### src/rtl/sc_fifo_burst_reader_pkg.sv
// Shared types and helpers for the FIFO burst reader.
package sc_fifo_burst_reader_pkg;

    typedef enum logic {
        RD_IDLE,
        RD_BURST
    } rd_state_t;

    // Counter width that can hold values 0..value-1, never narrower than one bit.
    function automatic int width_min1(input int value);
        if (value < 2) begin
            return 1;
        end
        return $clog2(value);
    endfunction

endpackage

### src/rtl/sc_fifo_burst_reader_skid.sv
// Two-entry registered valid/ready buffer. The head register drives the
// outputs directly; the spare register absorbs one beat while the sink stalls.
module stream_skid_buf #(
    parameter int W = 8
) (
    input  logic         clk,
    input  logic         rst,
    input  logic         push,
    input  logic [W-1:0] push_data,
    output logic         valid,
    input  logic         ready,
    output logic [W-1:0] data,
    output logic [1:0]   occ
);

    logic [W-1:0] head_q;
    logic [W-1:0] spare_q;
    logic [1:0]   occ_q;
    logic         pop;

    assign pop   = (occ_q != 2'd0) && ready;
    assign valid = (occ_q != 2'd0);
    assign data  = head_q;
    assign occ   = occ_q;

    // Head/spare shuffle; a simultaneous push and pop keeps occupancy and order.
    always_ff @(posedge clk) begin
        if (rst) begin
            head_q  <= '0;
            spare_q <= '0;
            occ_q   <= 2'd0;
        end else begin
            case ({push, pop})
                2'b10: begin
                    if (occ_q == 2'd0) begin
                        head_q <= push_data;
                        occ_q  <= occ_q + 2'd1;
                    end else if (occ_q == 2'd1) begin
                        spare_q <= push_data;
                        occ_q   <= occ_q + 2'd1;
                    end
                end
                2'b01: begin
                    head_q <= spare_q;
                    occ_q  <= occ_q - 2'd1;
                end
                2'b11: begin
                    if (occ_q == 2'd1) begin
                        head_q <= push_data;
                    end else begin
                        head_q  <= spare_q;
                        spare_q <= push_data;
                    end
                end
                default: ;
            endcase
        end
    end

endmodule

### src/rtl/sc_fifo_burst_reader.sv
// Drains a show-ahead FIFO in bursts and frames them with sop/eop on a
// registered valid/ready stream. Short bursts are flushed after a timeout.
//
// state    | meaning
// ---------+-----------------------------------------------------------
// RD_IDLE  | wait for a full burst in the FIFO or for the idle timeout
// RD_BURST | pop len words into the skid buffer, hold while FIFO empty
module sc_fifo_burst_reader
    import sc_fifo_burst_reader_pkg::*;
#(
    parameter int ADDR_W    = 10,
    parameter int DATA_W    = 256,
    parameter int BURST_LEN = 16,
    parameter int TIMEOUT   = 64
) (
    input  logic              clk_i,
    input  logic              rst_i,
    output logic              fifo_rd_en_o,
    input  logic [DATA_W-1:0] fifo_data_i,
    input  logic [ADDR_W:0]   fifo_usedw_i,
    input  logic              fifo_empty_i,
    output logic              src_valid_o,
    input  logic              src_ready_i,
    output logic [DATA_W-1:0] src_data_o,
    output logic              src_sop_o,
    output logic              src_eop_o
);

    localparam int LEN_W = width_min1(BURST_LEN + 1);
    localparam int TMR_W = width_min1(TIMEOUT + 1);

    localparam logic [ADDR_W:0]  BURST_THRESH = (ADDR_W + 1)'(BURST_LEN);
    localparam logic [LEN_W-1:0] BURST_LEN_L  = LEN_W'(BURST_LEN);
    localparam logic [LEN_W-1:0] LEN_ONE      = LEN_W'(1);
    localparam logic [TMR_W-1:0] TMR_ONE      = TMR_W'(1);
    localparam logic [TMR_W-1:0] TMR_MAX      = '1;
    localparam logic [TMR_W-1:0] TMR_LAST     = TMR_W'((TIMEOUT == 0) ? 0 : TIMEOUT - 1);
    localparam bit               TIMEOUT_EN   = (TIMEOUT != 0);

    typedef struct packed {
        logic [DATA_W-1:0] data;
        logic              sop;
        logic              eop;
    } beat_t;

    rd_state_t        state_q;
    rd_state_t        state_d;
    logic [LEN_W-1:0] len_q;
    logic [LEN_W-1:0] len_d;
    logic [LEN_W-1:0] beat_q;
    logic [TMR_W-1:0] timer_q;
    logic             rd_en;
    logic             last_pop;
    logic [1:0]       occ;
    beat_t            push_beat;
    beat_t            out_beat;
    logic             out_valid;

    // Next-state, burst length capture and the pop strobe (registered inputs only).
    always_comb begin
        state_d  = state_q;
        len_d    = len_q;
        rd_en    = 1'b0;
        last_pop = 1'b0;
        case (state_q)
            RD_IDLE: begin
                if (fifo_usedw_i >= BURST_THRESH) begin
                    state_d = RD_BURST;
                    len_d   = BURST_LEN_L;
                end else if (TIMEOUT_EN && !fifo_empty_i && (timer_q == TMR_LAST)) begin
                    state_d = RD_BURST;
                    len_d   = LEN_W'(fifo_usedw_i);
                end
            end
            RD_BURST: begin
                rd_en    = !fifo_empty_i && (occ < 2'd2);
                last_pop = rd_en && (beat_q == (len_q - LEN_ONE));
                if (last_pop) begin
                    state_d = RD_IDLE;
                end
            end
            default: state_d = RD_IDLE;
        endcase
    end

    // State register and latched burst length.
    always_ff @(posedge clk_i) begin
        if (rst_i) begin
            state_q <= RD_IDLE;
            len_q   <= '0;
        end else begin
            state_q <= state_d;
            len_q   <= len_d;
        end
    end

    // Beat counter within the current burst; cleared on the closing pop.
    always_ff @(posedge clk_i) begin
        if (rst_i) begin
            beat_q <= '0;
        end else if (last_pop) begin
            beat_q <= '0;
        end else if (rd_en) begin
            beat_q <= beat_q + LEN_ONE;
        end
    end

    // Idle timer counts non-empty IDLE cycles and saturates; cleared otherwise.
    always_ff @(posedge clk_i) begin
        if (rst_i) begin
            timer_q <= '0;
        end else if ((state_q != RD_IDLE) || (state_d != RD_IDLE) || fifo_empty_i) begin
            timer_q <= '0;
        end else if (timer_q != TMR_MAX) begin
            timer_q <= timer_q + TMR_ONE;
        end
    end

    assign push_beat.data = fifo_data_i;
    assign push_beat.sop  = (beat_q == '0);
    assign push_beat.eop  = last_pop;

    stream_skid_buf #(
        .W ($bits(beat_t))
    ) u_skid (
        .clk       (clk_i),
        .rst       (rst_i),
        .push      (rd_en),
        .push_data (push_beat),
        .valid     (out_valid),
        .ready     (src_ready_i),
        .data      (out_beat),
        .occ       (occ)
    );

    // Framing flags are qualified by valid so stale head contents never show.
    assign fifo_rd_en_o = rd_en;
    assign src_valid_o  = out_valid;
    assign src_data_o   = out_beat.data;
    assign src_sop_o    = out_valid && out_beat.sop;
    assign src_eop_o    = out_valid && out_beat.eop;

endmodule

### config.mk
export PLATFORM = sky130hd
export DESIGN_NAME = sc_fifo_burst_reader
export DESIGN_NICKNAME = d
export VERILOG_FILES = /design/src/rtl/sc_fifo_burst_reader_pkg.sv /design/src/rtl/sc_fifo_burst_reader_skid.sv /design/src/rtl/sc_fifo_burst_reader.sv
export SDC_FILE = /design/constraint.sdc
export NUM_CORES = 1
export LEC_CHECK = 0
export ABC_CLOCK_PERIOD_IN_PS = 2700
export CAP_MARGIN = 20
export CORE_MARGIN = 10
export CORE_UTILIZATION = 40
export CTS_CLUSTER_SIZE = 25
export DETAILED_ROUTE_END_ITERATION = 8
export PLACE_DENSITY = 0.69
export SYNTH_ARGS = -nofsm -noshare
export SYNTH_HDL_FRONTEND = slang
export SYNTH_SLANG_ARGS = --single-unit
### constraint.sdc
create_clock -name clk_i -period 2.7 [get_ports clk_i]
set_input_delay 0.675 -clock clk_i [delete_from_list [all_inputs] [get_ports clk_i]]
set_output_delay 0.675 -clock clk_i [all_outputs]
set_load 0.05 [all_outputs]
* Word-level counts from Yosys, hierarchy flattened
Cells that the tools add are included. W data, S select, Z words.
Storage, ports and cells: register bits after elaboration 536, input bits 271, output and inout bits 260, word-level logic and storage cells 65
Operators by class: $add $sub $neg 5, order comparisons 2, equal/unequal tests 11, muxes and demuxes 17, bitwise gates (word level) 1, reductions and logical operators 22
Operator list (count):
- $mux W258 | 4
- $pmux W258 S3 | 1
- $pmux W258 S2 | 1
- $ge A11 B5 Y1 const B | 1
- $mux W5 | 2
- $reduce_bool A2 Y1 | 4
- $add A7 B1 Y7 const B | 1
- $eq A7 B6 Y1 const B | 1
- $ne A7 B7 Y1 const B | 1
- $logic_and A1 B1 Y1 | 6
- $reduce_and A2 Y1 | 3
- $add A5 B1 Y5 const B | 1
- $eq A5 B5 Y1 | 1
- $logic_not A5 Y1 | 1
- $mux W1 | 5
- $sub A5 B1 Y5 const B | 1
- $eq A2 B1 Y1 const B | 2
- $eq A2 B2 Y1 const B | 2
- $mux W2 | 2
- $ne A2 B2 Y1 const B | 2
- $pmux W2 S2 | 1
- $reduce_or A2 Y1 | 2
- $ne A3 B1 Y1 const B | 1
- $reduce_and A3 Y1 | 1
- 10 further kinds | 11

* Depth between registers and ports, before layout
depth after elaboration 8, depth in mapped cells 13

* By module
Synthesis repeated with hierarchy kept, for this count alone.
Unflattened totals: cell total of the unflattened synthesis 2795, area total of the unflattened synthesis 22303.9 um^2
By module, submodules not included:
- stream_skid_buf | instances 1, cells an instance 2691, area each 21334.2 um^2, sequential area each 10369.9 um^2
- sc_fifo_burst_reader | instances 1, cells an instance 104, area each 969.7 um^2, sequential area each 360.3 um^2

* Worst setup path after synthesis
No wires, ideal clock.
kind input to register, from input fifo_empty_i, to register u_skid.spare_q[100], library setup time 70 ps, arrival 2931 ps, slack -301 ps, stages on the path 10, path buffers 3, cell sequence nor3b_4 -> ha_1 -> nor2b_1 -> a21oi_1 -> o22a_1 -> buf_2 -> clkbuf_1 -> clkbuf_1 -> nand2_1 -> a21oi_1
Between the ends: word-level cells in the longest chain between the ends 6
Ends and longest elaborated chain:
- start, declared | line sc_fifo_burst_reader.sv:21 | input logic fifo_empty_i,
- $logic_not A1 Y1 * | line sc_fifo_burst_reader.sv:76 | rd_en = !fifo_empty_i && (occ < 2'd2);
- $logic_and A1 B1 Y1 * | line sc_fifo_burst_reader.sv:76
- $mux W1 * | line sc_fifo_burst_reader.sv:65 | case (state_q)
- $eq A2 B2 Y1 | line sc_fifo_burst_reader_skid.sv:33 | case ({push, pop})
- $ne A2 B2 Y1 (no source line) / $reduce_bool A2 Y1 (equally long branches)
- $reduce_and A3 Y1 (no source line)
- end signal, assigned | line sc_fifo_burst_reader_skid.sv:39 | spare_q <= push_data;
- end signal, assigned | line sc_fifo_burst_reader_skid.sv:52 | spare_q <= push_data;
- end, declared | line sc_fifo_burst_reader_skid.sv:17 | logic [W-1:0] spare_q;
Every way passes the cells marked *; elsewhere a longest branch is shown, timed or not. A chain may end at the register's enable or synchronous reset.

* Worst setup path after layout
from register u_skid.head_q[94] (netlist: u_skid.data[94]), to output src_data_o[92]
RTL lines:
- start, declared | line sc_fifo_burst_reader_skid.sv:16 | logic [W-1:0] head_q;
- start signal, assigned | line sc_fifo_burst_reader_skid.sv:36 | head_q <= push_data;
- start signal, assigned | line sc_fifo_burst_reader_skid.sv:44 | head_q <= spare_q;
- start signal, assigned | line sc_fifo_burst_reader_skid.sv:49 | head_q <= push_data;
- end, declared | line sc_fifo_burst_reader.sv:24 | output logic [DATA_W-1:0] src_data_o,
No word-level cell between the ends.

==> metrics <==
outcome completed; CTS Buffer Depth 3; Die Width around 260 um; required time worst endpoint around 2.0 ns; starting density of the core 40.3%; fraction of the yosys area taken by sequential cells between 40% and 50%; worst r2r src u_skid.occ[1]; total grt overflow 0; clk root buf clkbuf_16; Fin. Hold Viols 0; max cap viols 0; IO Pins 531; hold crit path type flip-flop to flip-flop; power per cell area 1230 nW/um^2; Vias 20200; CTS buffer count 56; Post-synth EDFFs 0; LEAKAGE 10.3 nW; Netlist cell types 42; first-pass GRT wire length 112000 um; startpoint types flip-flop; Relative slew margins 55.7%; Post-Syn Area 22200 um^2; Vias/cell 5.39; die height 255 um; cell family with most CP delay buffers and inverters; Critical Path Max Stage Delay 0.85 ns; post-route minimum period 2.56 ns; CP Launch Point u_skid.data[94]; # clock sinks 536; Nets 3224; Max Fclk between 0.3 and 0.4 GHz; Post-Route WL 71900 um; CTS H-Tree Depth 2; fin crit share between 90% and 100%; Setup TNS 0 ns; Final setup viols 0; Slew Viols, Final 0; worst path arrival time 1.88 ns; commonest cells after routing, fill and taps aside dfxtp_1 (536), clkdlybuf4s50_1 (525), nand2_1 (523); WP buf/inv 1; YS warnings 0; CTS tree done; Multi-input gate area approximately 8600 um^2; slowest CP cell clkdlybuf4s50_1; worst-case vdd ir drop 0.000870 V; fillers 4897; met2 routed WL 34200 um; Hold Crit Start u_skid.spare_q[221]; Area Overhead vs Synth 32.5%; post-synth net total 2974; asr flop ratio synth 0%; DP Wirelength 51000 um; post-synthesis cell count 2694; drt wl/cell between 15 and 20 um; Global Route Usage Sum 20.8%; # port buffers 530; clock transition at the registers of the reported paths around 0.060 ns; ANT nets after route 0; Main synth FF type dfxtp_1; Overall Power 36.1 mW; met3 wire len approximately 6200 um; total core area 55000 um^2; DR top layer met5; reg2reg setup slack about 0.24 ns; layout cell share with drive strength beyond 1 8.56%; Initial DRC Count 1523; GP Congestion 0.854; critical path type flip-flop to output port; floorplan row count 86; Hold-fix buffers, CTS 0; CP max FO 2; commonest non-fill, non-tap cell in the layout dfxtp_1; Worst Tran Pin Value approximately 0.65 ns; M1 WL 29300 um; Die ar. 65200 um^2; largest net degree at the start of global routing 104; synthesized area per cell roughly 8.2 um^2; RSZ-0062 raised after global routing false; CP Capture Type output port; final worst clock skew 0.0180 ns; Synth Register Bits 536; vias in the first global route 19700; total iterations of the first detailed-routing run 5; worst path cell trace clkdlybuf4s50_1; worst skew pair latency a little over 0.6 ns; antenna violations before repair 10; drt drc 0; Sequential Area 10700 um^2
[path summary, 6_finish.rpt]
path,endpoint,depth (start not counted)
hold reg to reg,u_skid.spare_q[221],2
setup / recovery,src_data_o[92],1
hold / removal,u_skid.spare_q[221],2
setup reg to reg,u_skid.data[0],11
[routing by layer]
metal  GRT usage [%]  up-vias
li1                -     9580
met1            24.9     9625
met2            34.7      814
met3            6.68      147
met4            6.74       14
met5               0        -
[cell usage after synthesis (3+ instances only)]
library cell / number / area [um^2]
a211oi_1: 4 / 30.0
xnor2_1: 8 / 70.1
nand2b_1: 7 / 43.8
inv_1: 10 / 37.5
o21ai_0: 3 / 15.0
buf_4: 259 / 1940
a21oi_1: 265 / 1330
nor2b_1: 4 / 25.0
nand3_1: 5 / 25.0
mux2i_1: 5 / 50.1
nor3_1: 262 / 1310
buf_2: 52 / 260
nand4_1: 5 / 31.3
xor2_1: 6 / 52.6
nor2_1: 274 / 1030
a221oi_1: 256 / 2240
buf_1: 10 / 37.5
nand2_1: 524 / 1970
clkbuf_1: 166 / 623
dfxtp_1: 536 / 10700
ha_1: 9 / 113
[where the power goes]
| part | switching [mW] | internal [mW] |
|---|---|---|
| Clock | 3.25 | 4.46 |
| Sequential | 1.13 | 9.79 |
| Combinational | 11.2 | 6.28 |
| Total | 15.6 | 20.5 |
[area by class of cell]
type / count / area share [%]
multi-input cells: 1660 / 29.2
clock inverters: 17 / 0.618
inverters: 11 / 0.141
flip-flops and latches: 536 / 36.5
clock buffers: 86 / 5.70
diodes: 5 / 0.0426
well taps: 748 / 3.19
repair buffers: 679 / 24.5
[per-stage QoR]
step	instance area, um^2	std cells	hold WS, ns	setup WS (ns)	utilization [%]
4_1_cts	29300	3735	0.444	0.0887	53.3
3_3_place_gp	27500	3632	0.437	-0.299	49.9
3_5_place_dp	27500	3632	0.444	-0.321	49.9
2_1_floorplan	22500	2694	0.432	-0.121	-
5_1_grt	29300	3738	0.463	0.0412	53.4
6_report	29400	3742	0.448	0.143	53.4
[sequential cells by signal, summed over array words and instances (netlist names)]
| signal | flops |
|---|---|
| u_skid.occ | 2 |
| u_skid.spare_q | 258 |
| state_q | 1 |
| beat_q | 5 |
| len_q | 5 |
| timer_q | 7 |
| u_skid.data | 258 |
[cell families after synthesis]
logic type	synth area share, %
simple gates	20.5
compound gates	16.7
flops	48.4
xor+xnor	0.553
mux	0.226
buf+inv	13.1
fa+ha+maj	0.508
[tightest hold or removal path: cells and delay by family (launching register included)]
kind               cells  cell delay (ns)
AOI/OAI and AO/OA      1             0.05
DFF                    1             0.31
and+or+nand+nor        1             0.05
[repair_timing]
item	CTS	global route
resized for setup	0	1
endpoints found under the setup margin	0	1
buffers inserted	0	1
No activity file was read; power rests on OpenSTA's default activity.
